`src/rtl/game_turn_ctrl.sv`:
```
// ---------------------------------------------------------------------------
// game_turn_ctrl
//   Turn-sequencing controller for the ChickenCHACHACHA board-game datapath.
//   Latches a player count from the keypad, then rotates turns among the
//   players. Each turn waits for a fresh key press, evaluates the guess
//   (go), and either passes the turn, pulses a move, or declares a winner.
//   A per-turn timeout forces a pass; abort returns to IDLE from any state.
//
// Ports
//   clk         : clock, rising edge
//   rst         : synchronous reset, active low
//   start       : leave IDLE / begin a new game from DONE
//   key         : keypad code, 0 = no key
//   go          : sampled in EVAL, 1 = correct guess
//   win         : sampled in JUDGE, 1 = current player has won
//   abort       : return to IDLE (no effect in IDLE)
//   state       : current state code
//   wait_key    : high in WAIT_KEY
//   move        : high for the single MOVE cycle
//   timeout     : one-cycle pulse when a turn times out (during PASS)
//   num_players : latched player count
//   cur_player  : active player index
//   turn_cnt    : completed turn passes, saturating
//   winner      : player index latched on a win
//   game_over   : high in DONE
// ---------------------------------------------------------------------------
module game_turn_ctrl #(
    parameter int MAX_PLAYERS = 4,
    parameter int MIN_PLAYERS = 2,
    parameter int KEY_W       = 4,
    parameter int TIMEOUT     = 255,
    parameter int TURN_W      = 8,
    localparam int PW         = $clog2(MAX_PLAYERS + 1)
) (
    input  logic              clk,
    input  logic              rst,
    input  logic              start,
    input  logic [KEY_W-1:0]  key,
    input  logic              go,
    input  logic              win,
    input  logic              abort,
    output logic [3:0]        state,
    output logic              wait_key,
    output logic              move,
    output logic              timeout,
    output logic [PW-1:0]     num_players,
    output logic [PW-1:0]     cur_player,
    output logic [TURN_W-1:0] turn_cnt,
    output logic [PW-1:0]     winner,
    output logic              game_over
);

    // Timer is wide enough to hold TIMEOUT-1 and never zero-width.
    localparam int TMR_W = $clog2(TIMEOUT + 2);
    localparam logic [TMR_W-1:0] TMO_LAST = TMR_W'(TIMEOUT - 1);

    typedef enum logic [3:0] {
        S_IDLE  = 4'd0,
        S_SETUP = 4'd1,
        S_INIT  = 4'd2,
        S_WAIT  = 4'd3,
        S_EVAL  = 4'd4,
        S_PASS  = 4'd5,
        S_MOVE  = 4'd6,
        S_JUDGE = 4'd7,
        S_DONE  = 4'd8
    } state_e;

    state_e             state_q;
    logic [PW-1:0]      num_players_q;
    logic [PW-1:0]      cur_player_q;
    logic [TURN_W-1:0]  turn_cnt_q;
    logic [PW-1:0]      winner_q;
    logic [TMR_W-1:0]   timer_q;
    logic               armed_q;
    logic               timeout_q;

    logic               clr;
    logic               key_ok;
    logic               key_acc;

    // Being in IDLE, aborting, or sitting in an unused code all collapse to
    // the same "everything zero" update; start from IDLE still wins because
    // abort is meaningless there.
    assign clr     = (state_q == S_IDLE) || abort || (state_q > S_DONE);
    assign key_ok  = (key >= KEY_W'(MIN_PLAYERS)) && (key <= KEY_W'(MAX_PLAYERS));
    // Armed only after a key==0 cycle, so a held key fires once per release.
    assign key_acc = armed_q && (key != '0);

    always_ff @(posedge clk) begin
        if (!rst) begin
            state_q       <= S_IDLE;
            num_players_q <= '0;
            cur_player_q  <= '0;
            turn_cnt_q    <= '0;
            winner_q      <= '0;
            timer_q       <= '0;
            armed_q       <= 1'b0;
            timeout_q     <= 1'b0;
        end else begin
            timeout_q <= 1'b0;
            if (clr) begin
                num_players_q <= '0;
                cur_player_q  <= '0;
                turn_cnt_q    <= '0;
                winner_q      <= '0;
                timer_q       <= '0;
                armed_q       <= 1'b0;
                state_q       <= (state_q == S_IDLE && start) ? S_SETUP : S_IDLE;
            end else begin
                case (state_q)
                    S_SETUP: begin
                        if (key_ok) begin
                            num_players_q <= PW'(key);
                            state_q       <= S_INIT;
                        end
                    end
                    S_INIT: begin
                        cur_player_q <= '0;
                        turn_cnt_q   <= '0;
                        winner_q     <= '0;
                        timer_q      <= '0;
                        armed_q      <= 1'b0;
                        state_q      <= S_WAIT;
                    end
                    S_WAIT: begin
                        if (key == '0) armed_q <= 1'b1;
                        if (key_acc) begin
                            armed_q <= 1'b0;
                            timer_q <= '0;
                            state_q <= S_EVAL;
                        end else if (TIMEOUT != 0 && timer_q == TMO_LAST) begin
                            timeout_q <= 1'b1;
                            timer_q   <= '0;
                            state_q   <= S_PASS;
                        end else begin
                            timer_q <= timer_q + TMR_W'(1);
                        end
                    end
                    S_EVAL:  state_q <= go ? S_MOVE : S_PASS;
                    S_PASS: begin
                        cur_player_q <= (cur_player_q == num_players_q - PW'(1))
                                        ? '0 : cur_player_q + PW'(1);
                        if (turn_cnt_q != {TURN_W{1'b1}})
                            turn_cnt_q <= turn_cnt_q + TURN_W'(1);
                        state_q <= S_WAIT;
                    end
                    S_MOVE:  state_q <= S_JUDGE;
                    S_JUDGE: begin
                        if (win) begin
                            winner_q <= cur_player_q;
                            state_q  <= S_DONE;
                        end else begin
                            state_q  <= S_WAIT;
                        end
                    end
                    S_DONE: begin
                        if (start) state_q <= S_SETUP;
                    end
                    default: state_q <= S_IDLE;
                endcase
            end
        end
    end

    assign state       = state_q;
    assign wait_key    = (state_q == S_WAIT);
    assign move        = (state_q == S_MOVE);
    assign game_over   = (state_q == S_DONE);
    assign timeout     = timeout_q;
    assign num_players = num_players_q;
    assign cur_player  = cur_player_q;
    assign turn_cnt    = turn_cnt_q;
    assign winner      = winner_q;

endmodule
```
`config.mk`:
```
export PLATFORM = sky130hd
export DESIGN_NAME = game_turn_ctrl
export DESIGN_NICKNAME = d
export VERILOG_FILES = /design/src/rtl/game_turn_ctrl.sv
export SDC_FILE = /design/constraint.sdc
export NUM_CORES = 1
export LEC_CHECK = 0
export CAP_MARGIN = 40
export CORE_UTILIZATION = 52
export DETAILED_ROUTE_END_ITERATION = 10
export GPL_TIMING_DRIVEN = 0
export PLACE_DENSITY = 0.8
export SLEW_MARGIN = 20
export SYNTH_ARGS = -nofsm -noshare
export SYNTH_HDL_FRONTEND = slang
export SYNTH_SLANG_ARGS = --single-unit
```
`constraint.sdc`:
```
create_clock -name clk -period 1.92 [get_ports clk]
set_input_delay 0.192 -clock clk [delete_from_list [all_inputs] [get_ports clk]]
set_output_delay 0.192 -clock clk [all_outputs]
set_load 0.01 [all_outputs]
```
==> results of run 1 <==
==> power by group <==
group          switching, µW  internal, µW
Combinational           43.6          42.6
Sequential              1.13           664
Clock                    242           271
Total                    287           978
==> cell type report <==
cell class / instances / area, µm²
multi-input cells: 163 / 1140
fillers: 251 / 982
flip-flops and latches: 32 / 648
repair buffers: 34 / 337
plain buffers: 12 / 109
well taps: 46 / 57.6
clock inverters: 3 / 42.5
clock buffers: 5 / 37.5
inverters: 9 / 33.8
==> worst max-delay path, stage by stage (launching register included) <==
cell and delay [ns]:
sky130_fd_sc_hd__dfxtp_4 0.38, sky130_fd_sc_hd__buf_6 0.14, sky130_fd_sc_hd__or3b_4 0.41, sky130_fd_sc_hd__nor2_1 0.11, sky130_fd_sc_hd__dlygate4sd2_1 0.28
==> metrics by stage <==
step | setup WS (ns) | setup TNS (ns) | power [µW]
floorplan | 0.166 | 0 | 724
global placement | -0.166 | -0.588 | 760
detailed placement | -0.215 | -1.08 | 761
CTS | 0.0215 | 0 | 1280
global route | 0.00112 | 0 | 1330
finish | 0.0725 | 0 | 1260
==> registers in the layout, summed over array words and instances (netlist names) <==
name,cells
winner,3
turn_cnt,8
num_players,3
cur_player,3
timer_q,9
timeout,1
armed_q,1
state,4
==> cells by family (layout without fill, tap and decap cells) <==
logic type | Yosys count | after routing
mux | 7 | 7
xor+xnor | 11 | 11
simple gates | 96 | 96
flops | 32 | 32
fa+ha+maj | 5 | 5
buf+inv | 21 | 63
compound gates | 44 | 44
==> final timing paths <==
path | cells after the start | endpoint | slack (ns)
worst min-delay path | 3 | state[0] | 0.46
worst min register to register | 2 | winner[2] | 0.48
worst max-delay path | 4 | wait_key | 0.07
worst max register to register | 6 | turn_cnt[7] | 0.09
==> metal layers <==
layer  vias up  wire length [µm]  global-route usage
li1        867                 -                   -
met1       764              1940               0.307
met2        45              1950               0.382
met3         9               167              0.0807
met4         0                78               0.108
met5         -                 0                   0
==> cells in the final DEF, fill, tap and decap left out, drive strengths merged, types with 4 or more instances in the layout <==
master	instances
a211oi	5
a21oi	16
buf	11
clkbuf	6
clkdlybuf4s50	31
dfxtp	32
ha	5
inv	9
mux2i	6
nand2	17
nand2b	5
nand3	15
nor2	20
nor3	10
nor3b	4
nor4	4
nor4b	4
o21ai	5
xnor2	7
==> timing repair <==
item | in CTS | in global routing
endpoints found under the setup margin | 4 | 5
gates resized for setup | 14 | 15
hold buffers | 0 | 0
==> impl.org, run 1 <==
** Drt
- Vias post-DR :: 1685
- Detail-routed net length per standard cell :: between 10 and 15 µm
- The first detailed-routing pass took 4 iterations.
- Post-detailed-route count of antenna-violating nets :: 0
- Using the TritonRoute via totals, the vias-per-cell ratio works out to approximately 5.5.
- DRC errors left :: 0
- The detailed router finished its first iteration with 133 violations.
- The final layout contains routed wiring with a total length of between 4000 and 5000 µm.

** Synthesis
- Top FF cell, synth :: sky130_fd_sc_hd__dfxtp_1
- Summing every instance area after synthesis gives 1860 µm².
- After synthesis the netlist holds a flip-flop and latch count of 32.
- Of the total synthesized cell area, the portion taken by full adders, half adders and majority gates is 0.0336.
- Async set-or-reset flop fraction in the synthesized netlist :: 0
- Fraction of synthesized cell area in xor and xnor cells :: 0.0591
- Synth Area in Simple Gates :: 0.303
- Post-Synthesis Cells :: 216
- Post-Synthesis Mean Instance Area :: between 8 and 9 µm²
- Synthesis instantiated about 50 different standard cells from the library.
- Among all cell types in the netlist, the one instantiated most often is sky130_fd_sc_hd__dfxtp_1.
- The compound-gate portion of the synthesized area was 0.167.
- The share of the Yosys chip area taken by registers is 0.344.
- After synthesis, the share of cell area in mux cells is 0.0383.
- Count of flip-flops with a built-in enable after synthesis :: 0
- In the post-synthesis netlist, the biggest area contributors are sky130_fd_sc_hd__dfxtp_1 34%, sky130_fd_sc_hd__a21oi_1 4.3%, sky130_fd_sc_hd__nand3_1 4.0%, sky130_fd_sc_hd__nor2_1 4.0%, sky130_fd_sc_hd__nand2_1 3.4%.
- Of the post-synthesis cell area, the dominant cell type holds 0.344.
- For this run, the number of Yosys warnings is 0.
- In the synthesized netlist, the cells that appear most often are 32 x sky130_fd_sc_hd__dfxtp_1, 20 x sky130_fd_sc_hd__nor2_1, 17 x sky130_fd_sc_hd__nand2_1.
- Dominant combinational cell family by area after synthesis :: simple AND/OR/NAND/NOR gates
- Of all cell types, the one taking the most synthesized area is sky130_fd_sc_hd__dfxtp_1.
- Synthesized net count :: ~230

** Layout
- For this run, the post-layout net count is about 270.
- At the end of the flow the core is filled with cells to 0.710.
- In the final layout, the share of cells above drive strength 1 is 0.151.
- Final instance count without filler cells :: around 300
- Summing all non-filler instances in the final layout gives an area of roughly 2400 µm².
- 0 antenna diodes ended up in the layout.
- Area Overhead vs Synth :: 29.1%

** Clock tree
- Number of buffers created by CTS :: 5
- Clock latency on the worst-skew pair :: between 0.3 and 0.4 ns
- The H-tree was split into 2 levels.
- Clock-pin slew was measured on the worst setup and hold paths at roughly 0.090 ns.
- Post-CTS setup buffer count :: 0
- CTS saw 32 sinks.
- No sink is reached through more buffers than the 2 on the longest clock path.
- Root Buffer Master :: sky130_fd_sc_hd__clkbuf_4
- CTS tree :: built

** GRT
- Maximum number of pins on one net before global-route repair :: 12
- Number of antenna violations at the first check in global routing :: 0
- Global-route wire length before repair :: 6800 µm
- Grt total ovfl :: 0
- Number of global-route vias before repair :: 1513
- Total routing resource utilization after global routing :: 0.245

** Setup path
- Tracing the worst setup path back leads to its startpoint at state[2].
- The worst setup path is launched from a register.
- Data required time of the critical path :: ~1.7 ns
- Data on the critical path arrives at its endpoint at between 1.5 and 2 ns.
- The worst setup path is captured at a primary output.
- By startpoint and endpoint, the worst setup path is classified as reg -> out.
- Beginning of the worst register-to-register path :: state[3]
- Critical path fanouts, max :: 10

** Timing
- Number of failing hold endpoints at the final stage :: 0
- Derived from the worst setup path, the maximum achievable clock frequency is between 500 and 600 MHz.
- Across the routed clock network, the largest skew measured is around 0.014 ns.
- Count of final max-slew check failures :: 0
- Dividing the final minimum period by the clock period gives 0.962.
- Measured against its own limit, the worst slew margin works out to 0.605.
- Shortest period the worst path allows :: between 1.5 and 2 ns
- At the pin with the least slew margin, the transition time is between 0.5 and 0.6 ns.
- Final hold analysis gives a worst-case slack of about 0.46 ns.
- Setup violations remaining at the end of the flow were counted as 0.
- Setup repair after global routing missed its margin :: no

** Flow run
- Max-cap check violation count :: 0

** Power and ir drop
- Peak supply drop :: 0.000317 V
- Leak :: approximately 0.0008 µW
- In this run the power density over the cells is ~530 nW/µm².

** Worst hold path
- The tightest min-delay check is of the in -> reg type.
- The startpoint identified for the worst hold timing path is rst.

** Floorplanning
- Die span in y :: between 60 and 70 µm
- The floorplan step defined a die boundary enclosing 3830 µm².
- In this run the standard cell core region covers 3390 µm².
- In this run the count of I/O pins placed on the die edge is 35.
- The initial utilization of the core area, before any placement, comes to 0.550.
- The floorplan has 21 rows.
- Floorplan die width :: 61.9 µm

** Placement
- Half-perimeter wire length after detailed placement :: a little under 3000 µm
- Routability congestion estimate :: ~0.76
- During placement, the flow inserted port buffers numbering 34.
- Area of placed instances :: around 2300 µm²
- After detailed placement, the design holds a cell count of ~300.

** Run status
- The flow ran to the end, and the final reports show no timing, DRC or antenna violations.
(Power assumes the default switching activity.)
==> run 2, diff against run 1 <==
- ABC_AREA: unset -> 1
- CORE_UTILIZATION: 52 -> 51
- PLACE_DENSITY: 0.8 -> 0.79
- SLEW_MARGIN: 20 -> 30
==> run 2 against run 1 <==
Register-to-register slack better by 0.14 ns; global-route usage is 0.61 points lower; combinational power is 9.7% lower; final area is 5.3% lower; core utilization is 3.2 points lower; critical path depth stayed put.
==> impl.org, run 2 <==
** Run status
- The flow ran to the end, and the final reports show no timing, DRC or antenna violations.

** Setup path
- Critical path fanouts, max :: 6 (-4)
- The worst setup path is launched from a register.
- Delay contributed by the slowest stage of the critical path :: 0.55 ns (+0.14 ns)
- STA classifies the critical path endpoint as a primary output.
- The number of buffers and inverters on the critical path came to 2 (unchanged).
- Endpoint of the lowest-slack register-to-register path :: state[3]
- Depth of the most critical reg-to-reg path :: 7 (+1)
- Data required time of the critical path :: 1.73 ns (about the same)
- CP Cell Sequence :: inv_1 > nand2_2 > nor2_4 > clkdlybuf4s50_1
- Kind of critical path :: reg -> out
- Path length in cells of the critical path :: 4 (unchanged)
- Beginning of the worst register-to-register path :: state[3]
- Crit path DAT :: 1.65 ns (about the same)
- The slowest stage of the critical path belongs to the cell sky130_fd_sc_hd__clkdlybuf4s50_1.
- Worst-case register-to-register setup slack :: 0.23 ns (+0.14 ns)
- Family with the most delay on the worst path :: buffers and inverters

** Drt
- The number of design-rule violations left by the first detailed-router iteration came to 128 (-3.8%).
- The wire length after detailed routing was 3980 µm (-3.8%).
- Number of vias per cell :: 4.99 (-9.9%)
- Vias post-DR :: 1753 (+4.0%)
- The detailed-route wire length per cell is 11.3 µm (-17%).
- The remaining antenna violation count is 0 (unchanged).
- Detailed-routing iteration count for the pre-antenna-repair pass :: 4 (unchanged)
- DRC errors left :: 0 (unchanged)

** Layout
- Nets :: 320 (+18%)
- Flip-flop count of the largest register, all copies and words added :: 9 (unchanged)
- The number of diodes was 0 (unchanged).
- The number of fill cells in the layout came to 338 (+35%).
- The cell area after layout is 2280 µm² (-5.3%).
- Layout cell share with drive strength beyond 1 :: 0.125 (-0.0266)
- The library cells used most frequently in the layout, excluding fill and tap cells, are 67 x sky130_fd_sc_hd__nand2_1, 37 x sky130_fd_sc_hd__inv_1, 35 x sky130_fd_sc_hd__nor2_1, 34 x sky130_fd_sc_hd__clkdlybuf4s50_1, 29 x sky130_fd_sc_hd__dfxtp_1.
- Area Overhead vs Synth :: 27.0%
- More flip-flops sit in one register than any other, and that register is timer_q.
- Most common cell after layout, fill and taps aside :: sky130_fd_sc_hd__nand2_1

** Placement
- The number of buffer cells added on primary ports was 34 (unchanged).
- The cell area after placement was 2190 µm² (-3.0%).
- The placed wire-length estimate after detailed placement was 2940 µm (+1.0%).
- Routability congestion estimate :: 0.841 (+11%)

** Clock tree
- The tree is rooted in a sky130_fd_sc_hd__clkbuf_4.
- The maximum buffer depth of the clock tree was 2 (unchanged).
- Number of levels in the clock H-tree :: 2 (unchanged)
- The buffer count from post-CTS setup fixing was 0 (unchanged).
- Clock slew at the register clock pins of the worst setup and hold paths :: 0.10 ns (about the same)
- CTS tree :: built
- Clock latency on the worst-skew pair :: 0.34 ns (about the same)
- The total clock sinks was 32 (unchanged).
- Number of buffers created by CTS :: 5 (unchanged)

** Floorplanning
- The width of the die is 61.3 µm (-0.87%).
- DIE AREA :: 3760 µm² (-1.7%)
- The y dimension of the die is 61.3 µm (-0.87%).
- The floorplan row count is 21 (unchanged).
- The initial standard-cell utilization of the core is 0.534 (-0.0162).
- The number of placed I/O pins was 35 (unchanged).
- Placeable core region :: 3360 µm² (-0.78%)

** Synthesis
- Synthesized net count :: 279 (+21%)
- Proportion of netlist area held by the largest area contributor :: 0.357 (+0.0132)
- Async set-or-reset flop fraction in the synthesized netlist :: 0 (unchanged)
- The cell count after synthesis is 264 (+22%).
- Post-Synthesis Mean Instance Area :: 6.80 µm² (-21%)
- sky130_fd_sc_hd__nand2_1 is the most common cell in the netlist.
- Top FF cell, synth :: sky130_fd_sc_hd__dfxtp_1
- The total standard cell area after synthesis was 1800 µm² (-3.7%).
- Synthesis warning total :: 0 (unchanged)
- The count of flip-flops with a built-in enable after synthesis is 0 (unchanged).
- The post-synthesis register bit count came to 32 (unchanged).
- The commonest cells after synthesis are 68 x sky130_fd_sc_hd__nand2_1, 38 x sky130_fd_sc_hd__inv_1, 37 x sky130_fd_sc_hd__nor2_1.
- Sequential area share after synthesis :: 0.357 (+0.0132)
- Top cells by area in the synthesized netlist :: sky130_fd_sc_hd__dfxtp_1 36%, sky130_fd_sc_hd__nand2_1 14%, sky130_fd_sc_hd__inv_1 7.9%, sky130_fd_sc_hd__nor2_1 7.7%, sky130_fd_sc_hd__nand3_1 6.1%
- The count of cell types in the netlist is 28 (-45%).
- Cell type contributing the most total cell area after synthesis :: sky130_fd_sc_hd__dfxtp_1

** Timing
- Setup repair after global routing left no endpoint under its margin.
- Actual slew at the worst max-slew pin :: 0.538 ns (-0.0500 ns)
- The post-route fraction of the period consumed by the critical path was 0.960 (-0.00224).
- Count of final max-slew check failures :: 0 (unchanged)
- The final count of hold timing violations was 0 (unchanged).
- The max-slew headroom at the worst pin was 0.640 (+0.0358).
- Worst-case clock skew :: 0.00982 ns (-0.00393 ns)
- FMAX :: 543 MHz (+0.23%)
- Setup-violating endpoint count in the final report :: 0 (unchanged)
- The post-route setup TNS came to 0 ns (unchanged).
- Shortest period the worst path allows :: 1.84 ns (-0.00430 ns)

** Flow run
- The max-capacitance violation count is 0 (unchanged).

** Worst hold path
- Cell count of the worst hold path :: 3 (unchanged)
- The worst hold path begins at key[0].
- The min-delay analysis places its worst path in the category in -> reg.
- Terminating pin of the worst hold path :: num_players[0]

** GRT
- Number of antenna violations at the first check in global routing :: 0 (unchanged)
- The via count of the first global-routing pass was 1457 (-3.7%).
- The overall overflow remaining after global route is 0 (unchanged).
- The global routing usage summed across all routing layers is 0.239 (-0.00611).
- The largest net degree at the start of global routing came to 11 (-1).
- Global-route wire length before repair :: 6440 µm (-5.3%)

** Power and ir drop
- Power per cell area :: 520 nW/µm² (-0.98%)
- The static power due to leakage is 0.000902 µW (+14%).
- The worst voltage drop across the vdd grid is 0.000295 V (-6.9%).
run 2: what timing repair did:
action,in CTS,in global routing
hold buffers,0,0
pin swaps,0,0
hold endpoints to repair,0,0
resized for setup,4,5
setup endpoints to repair,2,2
run 2: cell families after synthesis:
kind of cell,synth area share
flip-flops,0.357
buffers and inverters,0.0899
adder cells (fa/ha/maj),0.0348
AND/OR/NAND/NOR,0.367
AO/OA/AOI/OAI,0.108
XOR/XNOR,0.0439
run 2: how the worst max path moves through the flow:
stage	start	end
after floorplan	turn_cnt[0]	turn_cnt[5]
after global placement	rst	turn_cnt[5]
after detailed placement	rst	state[3]
after CTS	state[3]	wait_key
after global routing	state[0]	game_over
final	state[3]	wait_key
run 2: final cells by class:
type | count | area, µm² | area share
well taps | 46 | 57.6 | 0.0252
multi-input cells | 191 | 1010 | 0.443
repair buffers | 34 | 340 | 0.149
clock buffers | 7 | 65.1 | 0.0285
flip-flops and latches | 32 | 644 | 0.283
plain buffers | 1 | 11.3 | 0.00494
inverters | 40 | 150 | 0.0659
run 2: where the power goes:
group	total, µW	switching, µW	internal (µW)
clock network	438	230	207
logic	77.8	42.2	35.6
registers	670	4.40	666
run 2: per-stage QoR:
stage / instances / power [µW] / setup WS, ns / utilization / hold WS [ns]
5_1_grt: 351 / 1230 / 0.0199 / 0.678 / 0.458
3_5_place_dp: 344 / 761 / 0.221 / 0.652 / 0.491
6_report: 351 / 1190 / 0.0768 / 0.678 / 0.458
2_1_floorplan: 264 / 727 / 0.465 / - / 0.331
3_3_place_gp: 344 / 760 / 0.217 / 0.652 / 0.482
4_1_cts: 351 / 1190 / 0.00236 / 0.674 / 0.464
run 2: routing by layer:
metal | track usage | up-vias | share of wire
li1 | - | 913 | -
met4 | 0.111 | 0 | 0.020
met3 | 0.0588 | 7 | 0.062
met1 | 0.320 | 772 | 0.48
met5 | 0 | - | 0
met2 | 0.362 | 61 | 0.44
run 2: worst reg2reg max path, delay by kind of cell, from the launching register on:
family	cells	cell delay [ns]
simple gates	3	0.71
flops	1	0.48
buf+inv	3	0.35
compound gates	1	0.11
